[config.mk]
export PLATFORM = sky130hd
export DESIGN_NAME = register_restore_engine
export DESIGN_NICKNAME = d
export VERILOG_FILES = /design/src/rtl/register_restore_engine_pkg.sv /design/src/rtl/register_restore_engine.sv
export SDC_FILE = /design/constraint.sdc
export NUM_CORES = 2
export LEC_CHECK = 0
export CAP_MARGIN = 20
export CORE_AREA = 4 4 431 433
export DETAILED_ROUTE_END_ITERATION = 16
export DIE_AREA = 0 0 435 437
export PLACE_DENSITY = 0.46
export SYNTH_ARGS = -nofsm -noshare
export SYNTH_HDL_FRONTEND = slang
export SYNTH_SLANG_ARGS = --single-unit
[constraint.sdc]
create_clock -name clk -period 52.4 [get_ports clk]
set_clock_uncertainty 0.1 [all_clocks]
set_input_delay 10.48 -clock clk [delete_from_list [all_inputs] [get_ports clk]]
set_output_delay 10.48 -clock clk [all_outputs]
set_load 0.03 [all_outputs]
[src/rtl/register_restore_engine_pkg.sv]
`default_nettype none
// +-----------------------------------------------------------------------------+
// | register_restore_engine_pkg : shared widths and FSM states for the restore  |
// | Rev 1.0                                                                     |
// +-----------------------------------------------------------------------------+
package register_restore_engine_pkg;

  localparam int DATA_WIDTH       = 32;
  localparam int NUM_REGS_DEFAULT = 32;
  localparam int REG_AW           = $clog2(NUM_REGS_DEFAULT);

  typedef enum logic [1:0] {
    RR_IDLE    = 2'd0,
    RR_RESTORE = 2'd1,
    RR_DONE    = 2'd2
  } restore_state_t;

endpackage
`default_nettype wire

[src/rtl/register_restore_engine.sv]
`default_nettype none
// +-----------------------------------------------------------------------------+
// | register_restore_engine : replays a checkpointed register snapshot into the |
// | reg file write ports after a misprediction.  Rev 1.0                        |
// +-----------------------------------------------------------------------------+
module register_restore_engine
  import register_restore_engine_pkg::*;
#(
  parameter int NUM_REGS  = 32,
  parameter int WR_PORTS  = 2,
  parameter int SKIP_ZERO = 1
) (
  input  logic                                  clk,
  input  logic                                  rst_n,
  input  logic                                  snapshot_valid,
  input  logic [NUM_REGS*DATA_WIDTH-1:0]        regs_snapshot,
  input  logic                                  recover_req,
  input  logic                                  recover_ack,
  output logic [WR_PORTS-1:0]                   wr_en,
  output logic [WR_PORTS*$clog2(NUM_REGS)-1:0]  wr_addr,
  output logic [WR_PORTS*DATA_WIDTH-1:0]        wr_data,
  output logic                                  busy,
  output logic                                  recover_done,
  output logic                                  snapshot_ack,
  output logic                                  recover_err
);

  localparam int ADDR_W = $clog2(NUM_REGS);
  localparam int IDX_W  = ADDR_W + 1;
  localparam int FIRST  = (SKIP_ZERO != 0) ? 1 : 0;

  restore_state_t        state_q, state_d;
  logic [IDX_W-1:0]      idx_q, idx_d;
  logic [IDX_W:0]        idx_next_w;
  logic                  snapshot_ack_q, snapshot_ack_d;
  logic                  recover_err_q, recover_err_d;
  logic                  load_w;
  logic [DATA_WIDTH-1:0] buf_q [FIRST:NUM_REGS-1];
  logic [DATA_WIDTH-1:0] buf_d [FIRST:NUM_REGS-1];
  logic                  unused_w;

  // Register 0 is never replayed when SKIP_ZERO is set, so its snapshot bits go nowhere.
  assign unused_w   = ^regs_snapshot[DATA_WIDTH-1:0];
  assign idx_next_w = {1'b0, idx_q} + (IDX_W+1)'(WR_PORTS);

  always_comb begin
    state_d        = state_q;
    idx_d          = idx_q;
    load_w         = 1'b0;
    snapshot_ack_d = 1'b0;
    recover_err_d  = 1'b0;
    case (state_q)
      RR_IDLE: begin
        if (recover_req) begin
          if (snapshot_valid) begin
            load_w  = 1'b1;
            idx_d   = IDX_W'(FIRST);
            state_d = RR_RESTORE;
          end else begin
            recover_err_d = 1'b1;
          end
        end
      end
      RR_RESTORE: begin
        idx_d = idx_next_w[IDX_W-1:0];
        if (idx_next_w >= (IDX_W+1)'(NUM_REGS)) begin
          state_d        = RR_DONE;
          snapshot_ack_d = 1'b1;
        end
      end
      RR_DONE: begin
        if (recover_ack) begin
          state_d = RR_IDLE;
        end
      end
      default: state_d = RR_IDLE;
    endcase
  end

  always_ff @(posedge clk or negedge rst_n) begin
    if (!rst_n) begin
      state_q        <= RR_IDLE;
      idx_q          <= '0;
      snapshot_ack_q <= 1'b0;
      recover_err_q  <= 1'b0;
    end else begin
      state_q        <= state_d;
      idx_q          <= idx_d;
      snapshot_ack_q <= snapshot_ack_d;
      recover_err_q  <= recover_err_d;
    end
  end

  // Private copy taken at acceptance; the holder may change its snapshot mid-restore.
  always_comb begin
    buf_d = buf_q;
    if (load_w) begin
      for (int r = FIRST; r < NUM_REGS; r++) begin
        buf_d[r] = regs_snapshot[r*DATA_WIDTH +: DATA_WIDTH];
      end
    end
  end

  always_ff @(posedge clk) begin
    buf_q <= buf_d;
  end

  for (genvar p = 0; p < WR_PORTS; p++) begin : g_port
    logic [IDX_W:0]        a_w;
    logic                  en_w;
    logic [DATA_WIDTH-1:0] data_w;

    assign a_w  = {1'b0, idx_q} + (IDX_W+1)'(p);
    assign en_w = (state_q == RR_RESTORE) && (a_w < (IDX_W+1)'(NUM_REGS));

    always_comb begin
      data_w = '0;
      if (en_w) begin
        for (int r = FIRST; r < NUM_REGS; r++) begin
          if (a_w == (IDX_W+1)'(r)) begin
            data_w = buf_q[r];
          end
        end
      end
    end

    assign wr_en[p]                             = en_w;
    assign wr_addr[p*ADDR_W +: ADDR_W]          = (state_q == RR_RESTORE) ? a_w[ADDR_W-1:0] : '0;
    assign wr_data[p*DATA_WIDTH +: DATA_WIDTH]  = data_w;
  end

  assign busy         = (state_q != RR_IDLE);
  assign recover_done = (state_q == RR_DONE);
  assign snapshot_ack = snapshot_ack_q;
  assign recover_err  = recover_err_q;

endmodule
`default_nettype wire

## After elaboration in Yosys (flattened, before gate mapping)

Index checks and enable logic that the tools add are counted.

- Bits in registers: 1,002
- Output and inout bits: 80
- Word-level logic and storage cells: 197
- Input port bits: 1,029

- Multiplexer cells: 82
- Reductions and logical operators: 7
- Equal/unequal tests: 68
- Order comparisons: 3
- Add/sub/neg operators: 2

Operators with widths:

| cell | number |
|---|---|
| two-way mux 32 bit | 64 |
| equality test 7 x 5 -> 1 bit, second input constant | 16 |
| equality test 6 x 5 -> 1 bit, second input constant | 16 |
| equality test 7 x 4 -> 1 bit, second input constant | 8 |
| equality test 6 x 4 -> 1 bit, second input constant | 8 |
| equality test 7 x 3 -> 1 bit, second input constant | 4 |
| equality test 6 x 3 -> 1 bit, second input constant | 4 |
| equality test 7 x 2 -> 1 bit, second input constant | 2 |
| equality test 6 x 2 -> 1 bit, second input constant | 2 |
| two-way mux 6 bit | 2 |
| case mux 6 bit (2 select lines) | 1 |
| two-way mux 5 bit | 2 |
| two-way mux 1 bit | 8 |
| two-way mux 2 bit | 4 |
| != test 2 bit, second input constant | 4 |
| adder 6 x 1 -> 7 bit, second input constant | 1 |
| adder 6 x 2 -> 7 bit, second input constant | 1 |
| equality test 7 x 1 -> 1 bit, second input constant | 1 |
| greater-or-equal comparator 7 x 6 -> 1 bit, second input constant | 1 |
| < comparator 7 x 6 -> 1 bit, second input constant | 1 |
| equality test 6 x 1 -> 1 bit, second input constant | 1 |
| < comparator 6 bit, second input constant | 1 |
| case mux 2 bit (3 select lines) | 1 |
| AND reduction 4 bit | 1 |
| other kinds (6) | 8 |

## Depth between registers and ports, before layout

- Word-level depth: 34
- Depth in mapped cells: 15
- Mapped depth without buffers: 10

## Worst setup path after synthesis

OpenSTA, ideal clock, no wires.

- Kind: input to register
- Start point: in snapshot_valid
- End point: reg idx_q[0]
- Path buffers: 0
- Required time: 52.112 ns
- Arrival: 34.941 ns
- Path slack: 17.171 ns
- Library setup time: 0.188 ns
- Stages on the path: 2
- Cells stage by stage: and3_1 or2_2

- Cells in the longest elaborated chain, start to end: 2

RTL lines:

| element | RTL line | text |
|---|---|---|
| start, declared | register_restore_engine.sv:15 | `input logic snapshot_valid,` |
| != test 2 bit (no line) | -- |  |
| AND reduction 3 bit (no line) | -- |  |
| end signal, assigned | register_restore_engine.sv:88 | `idx_q <= idx_d;` |
| end, declared | register_restore_engine.sv:33 | `logic [IDX_W-1:0] idx_q, idx_d;` |

Every way passes these cells.
A chain may end at the register's enable or synchronous reset.

## Worst setup path after layout

- Start point: reg idx_q[0]
- End point: out wr_data[58]

- Cells in the longest elaborated chain, start to end: 34
- Elaborated cells on any way between the ends: 66
- Classes of those cells: add/sub (1); order compare (1); eq/ne (31); mux (32); reduce/logical (1)

RTL lines:

| element | RTL line | text |
|---|---|---|
| adder 6 x 1 -> 7 bit (*) | register_restore_engine.sv:113 | `assign a_w = {1'b0, idx_q} + (IDX_W+1)'(p);` |
| equality test 7 x 1 -> 1 bit | register_restore_engine.sv:120 | `if (a_w == (IDX_W+1)'(r)) begin` |
| two-way mux 32 bit (31 in series) | register_restore_engine.sv:120 |  |
| two-way mux 32 bit (*) | register_restore_engine.sv:118 | `if (en_w) begin` |
| end, declared | register_restore_engine.sv:21 | `output logic [WR_PORTS*DATA_WIDTH-1:0] wr_data,` |

Mark *: on every way between the ends. The rest lies on a longest branch, timed or not.

==> impl_metrics.tcl <==
set metrics [dict create \
    status "finished, violations left" \
    violations "capacitance limit, slew limit" \
    antenna_found_initial 70 \
    area_growth_pct 37.6 \
    power.density_nw_per_um2 61.1 \
    grt-ovfl-total 0 \
    grt_first_pass_wirelength_um 488000 \
    ff_latch_area_sq_um 30000 \
    dpl_cell_area_sq_um 63300 \
    nNetsFinal 6244 \
    vias 50100 \
    synth_fa_ha_area_frac 0.00194 \
    leakage_nw 21.8 \
    swShare 0.508 \
    hpwl_um 306000 \
    ys_seq_area_frac 0.613 \
    grt_max_degree 171 \
    fmax_mhz 52.1 \
    synth_compound_area_frac 0.247 \
    portBuffers 1076 \
    synthSimpleGateAreaFrac 0.103 \
    dr_wl_met3_um 47900 \
    synth_ff_type "edfxtp_1" \
    rsz0062_at_grt "no" \
    root_buffer "clkbuf_16" \
    yosys_warnings 0 \
    clkTransAtPathRegs_ns 0.06 \
    multi_input_area_sq_um 17700 \
    start_util 0.269 \
    final_hold_viol_count 0 \
    final.min_clock_period_ns 19.21 \
    setup-violations-final 0 \
    cp-end-kind "output port" \
    drv_slew 3 \
    gp_congestion 1.13 \
    synth_seq_cells 1002 \
    num_io_pins 1109 \
    drc 0 \
    ir_worst_vdd_uv 42.2 \
    wl_met1_um 143000 \
    syn_area_sq_um 49000 \
    drv_cap 1 \
    fin_crit_sh 0.367 \
    clock_latency_ns 0.77 \
    yosysUniqueCellTypes 109 \
    combPwrFrac 0.539 \
    worst-path-max-fanout 31 \
    fp.dieW_um 435 \
    routed.top_layer "met5" \
    drt_iter0_markers 9623 \
    crit_required_ns 41.82 \
    cts_inserted_buffers 121 \
    yosys.area_share.xor_xnor 0.00179 \
    startpoint_type "register" \
    internal_power_mw 2.03 \
    die_height_um 437 \
    layout_setup_ws_ns 33.19 \
    rows 157 \
    cts.path.max_buffers 3 \
    track_usage 0.391 \
    synthArstFlopShare 0.00998 \
    slew_headroom -0.00757 \
    routed_wirelength_um 391000 \
    wl_per_cell_um 50.6 \
    cts_tree "done" \
    core-area_sq_um 182000 \
    cts_max_level 3 \
    fp.dieArea_sq_um 190000 \
    setup_tns_ns 0 \
    path_class "register to output port" \
    finalInstanceArea_sq_um 67400 \
    via_per_inst 6.49 \
    fillers 17900 \
    syn_avg_cell_area_sq_um 12.0 \
    arrival_ns 8.63 \
    p_clk_frac 0.212 \
    place_ws_ns 34.54 \
    grt_pass1_vias 47000 \
    postCtsSetupRepairBufs 0 \
    dr.pass1.iters 7 \
    tightest_slew_ns 1.51 \
    synth_top_family_by_area "compound AO/OA/AOI/OAI gates" \
    cts_resized 0 \
    p_switching_mw 2.09 \
    route.met2.wl_um 161000 \
    syn-num-nets 5121 \
    p_seq_frac 0.250 \
    drive_gt1_frac 0.107 \
    ctsHoldBuffers 0 \
    clkSinkCount 1002 \
    synth_edf_count 992 \
    synthMuxAreaShare 0.000204 \
    synthCells 4086 \
    hold_class "register to register" \
    ant_nets 0 \
]
==> path summary, 6_finish.rpt <==
check | from | to | slack, ns | cells past startpoint
hold / removal | state_q[1] | recover_err | 0.57 | 3
hold reg to reg | state_q[1] | recover_err | 0.57 | 3
max in group asynchronous | rst_n | idx_q[5] | 41.82 | 1
setup / recovery | idx_q[0] | wr_data[58] | 33.19 | 13
setup reg to reg | state_q[0] | buf_q[477] | 47.75 | 5
min in group asynchronous | rst_n | snapshot_ack | 9.97 | 1
==> per-stage QoR <==
| stage | util | total power, mW | instances | hold WS [ns] |
|---|---|---|---|---|
| 2_1_floorplan | - | 1.91 | 4086 | 0.441 |
| 3_3_place_gp | 0.347 | 3.11 | 7456 | 0.525 |
| 3_5_place_dp | 0.347 | 3.11 | 7457 | 0.569 |
| 4_1_cts | 0.369 | 3.98 | 7676 | 0.577 |
| 5_1_grt | 0.370 | 4.10 | 7707 | 0.639 |
| 6_report | 0.370 | 4.12 | 7723 | 0.570 |
==> per-layer routing <==
metal,track usage,vias to the layer above
met2,0.559,4515
met1,0.471,25400
met5,0,-
met4,0.307,24
met3,0.148,1066
li1,-,19100
==> power groups by stage <==
stage | sequential [mW] | clock (mW) | combinational [mW]
2_1_floorplan | 1.08 | 0 | 0.831
3_3_place_gp | 1.04 | 0 | 2.07
3_5_place_dp | 1.04 | 0 | 2.07
4_1_cts | 1.02 | 0.880 | 2.08
5_1_grt | 1.03 | 0.910 | 2.16
6_report | 1.03 | 0.872 | 2.22
==> cells in the mapped netlist (31+ instances only) <==
cell type / number / share of area
edfxtp_1: 992 / 0.61
nand4_1: 32 / 0.0041
nand2_1: 320 / 0.025
o21ai_0: 275 / 0.028
clkbuf_1: 132 / 0.010
nand3_1: 98 / 0.010
a22oi_1: 83 / 0.013
nor2_1: 323 / 0.025
a221o_1: 94 / 0.019
a211oi_1: 73 / 0.011
a221oi_1: 200 / 0.036
o2111ai_1: 31 / 0.0055
buf_2: 125 / 0.013
a21oi_1: 273 / 0.028
o211ai_1: 85 / 0.013
o22ai_1: 139 / 0.018
nor3_1: 97 / 0.0099
o221ai_1: 89 / 0.016
a31oi_1: 41 / 0.0052
==> cell usage in the layout (no fill, tap or decap), types with 15 or more instances in the layout <==
master / instances
clkdlybuf4s50_1: 1076
inv_1: 18
a21oi_1: 273
edfxtp_1: 992
clkbuf_16: 123
a31oi_1: 41
o211ai_1: 85
nor2b_1: 17
a221o_1: 94
nand2_1: 320
o221ai_1: 89
and3_1: 18
o2111ai_1: 29
a211o_1: 21
nand3_1: 98
o22ai_1: 139
a221oi_1: 200
clkinv_1: 27
nor2_1: 300
a22oi_1: 83
diode_2: 33
a22o_1: 22
nor3_1: 94
clkinv_2: 18
nor2_2: 31
nand4_1: 32
o21ai_0: 269
a211oi_1: 69
nor4_1: 28
o21ai_1: 18
bufinv_16: 15
buf_4: 230
o221a_2: 15
clkbuf_1: 22
==> worst max-delay path, cell delays in order, from the launching register on <==
cell and delay (ns):
dfrtp_1 0.84, ha_4 0.46, buf_4 0.46, buf_4 0.58, inv_1 0.42, nor2_2 0.71, buf_4 0.45, a22oi_1 0.15
nor2_1 0.43, o221ai_1 0.48, a31oi_1 0.71, o21ai_1 0.63, a211oi_1 0.60, clkdlybuf4s50_1 0.87
==> kinds of logic (layout without fill, tap and decap cells) <==
kind of cell,Yosys count,in the layout
other cells,0,33
mux,1,1
buf+inv,340,1559
compound gates,1665,1665
flops,1002,1002
simple gates,1066,1066
xor+xnor,4,4
fa+ha+maj,8,8
==> sequential cells by signal (all words and copies together), names as in the netlist <==
name	cells
buf_q	992
idx_q	6
recover_err	1
snapshot_ack	1
state_q	2
==> final cells by class <==
type / instances / area share
Sequential cell: 1002 / 0.446
Clock buffer: 145 / 0.0469
Timing Repair Buffer: 1317 / 0.187
Inverter: 23 / 0.00128
Multi-Input combinational cell: 2744 / 0.262
Tap cell: 2385 / 0.0443
Antenna cell: 33 / 0.00123
Clock inverter: 74 / 0.0119
No activity file was read; power rests on OpenSTA's default activity.
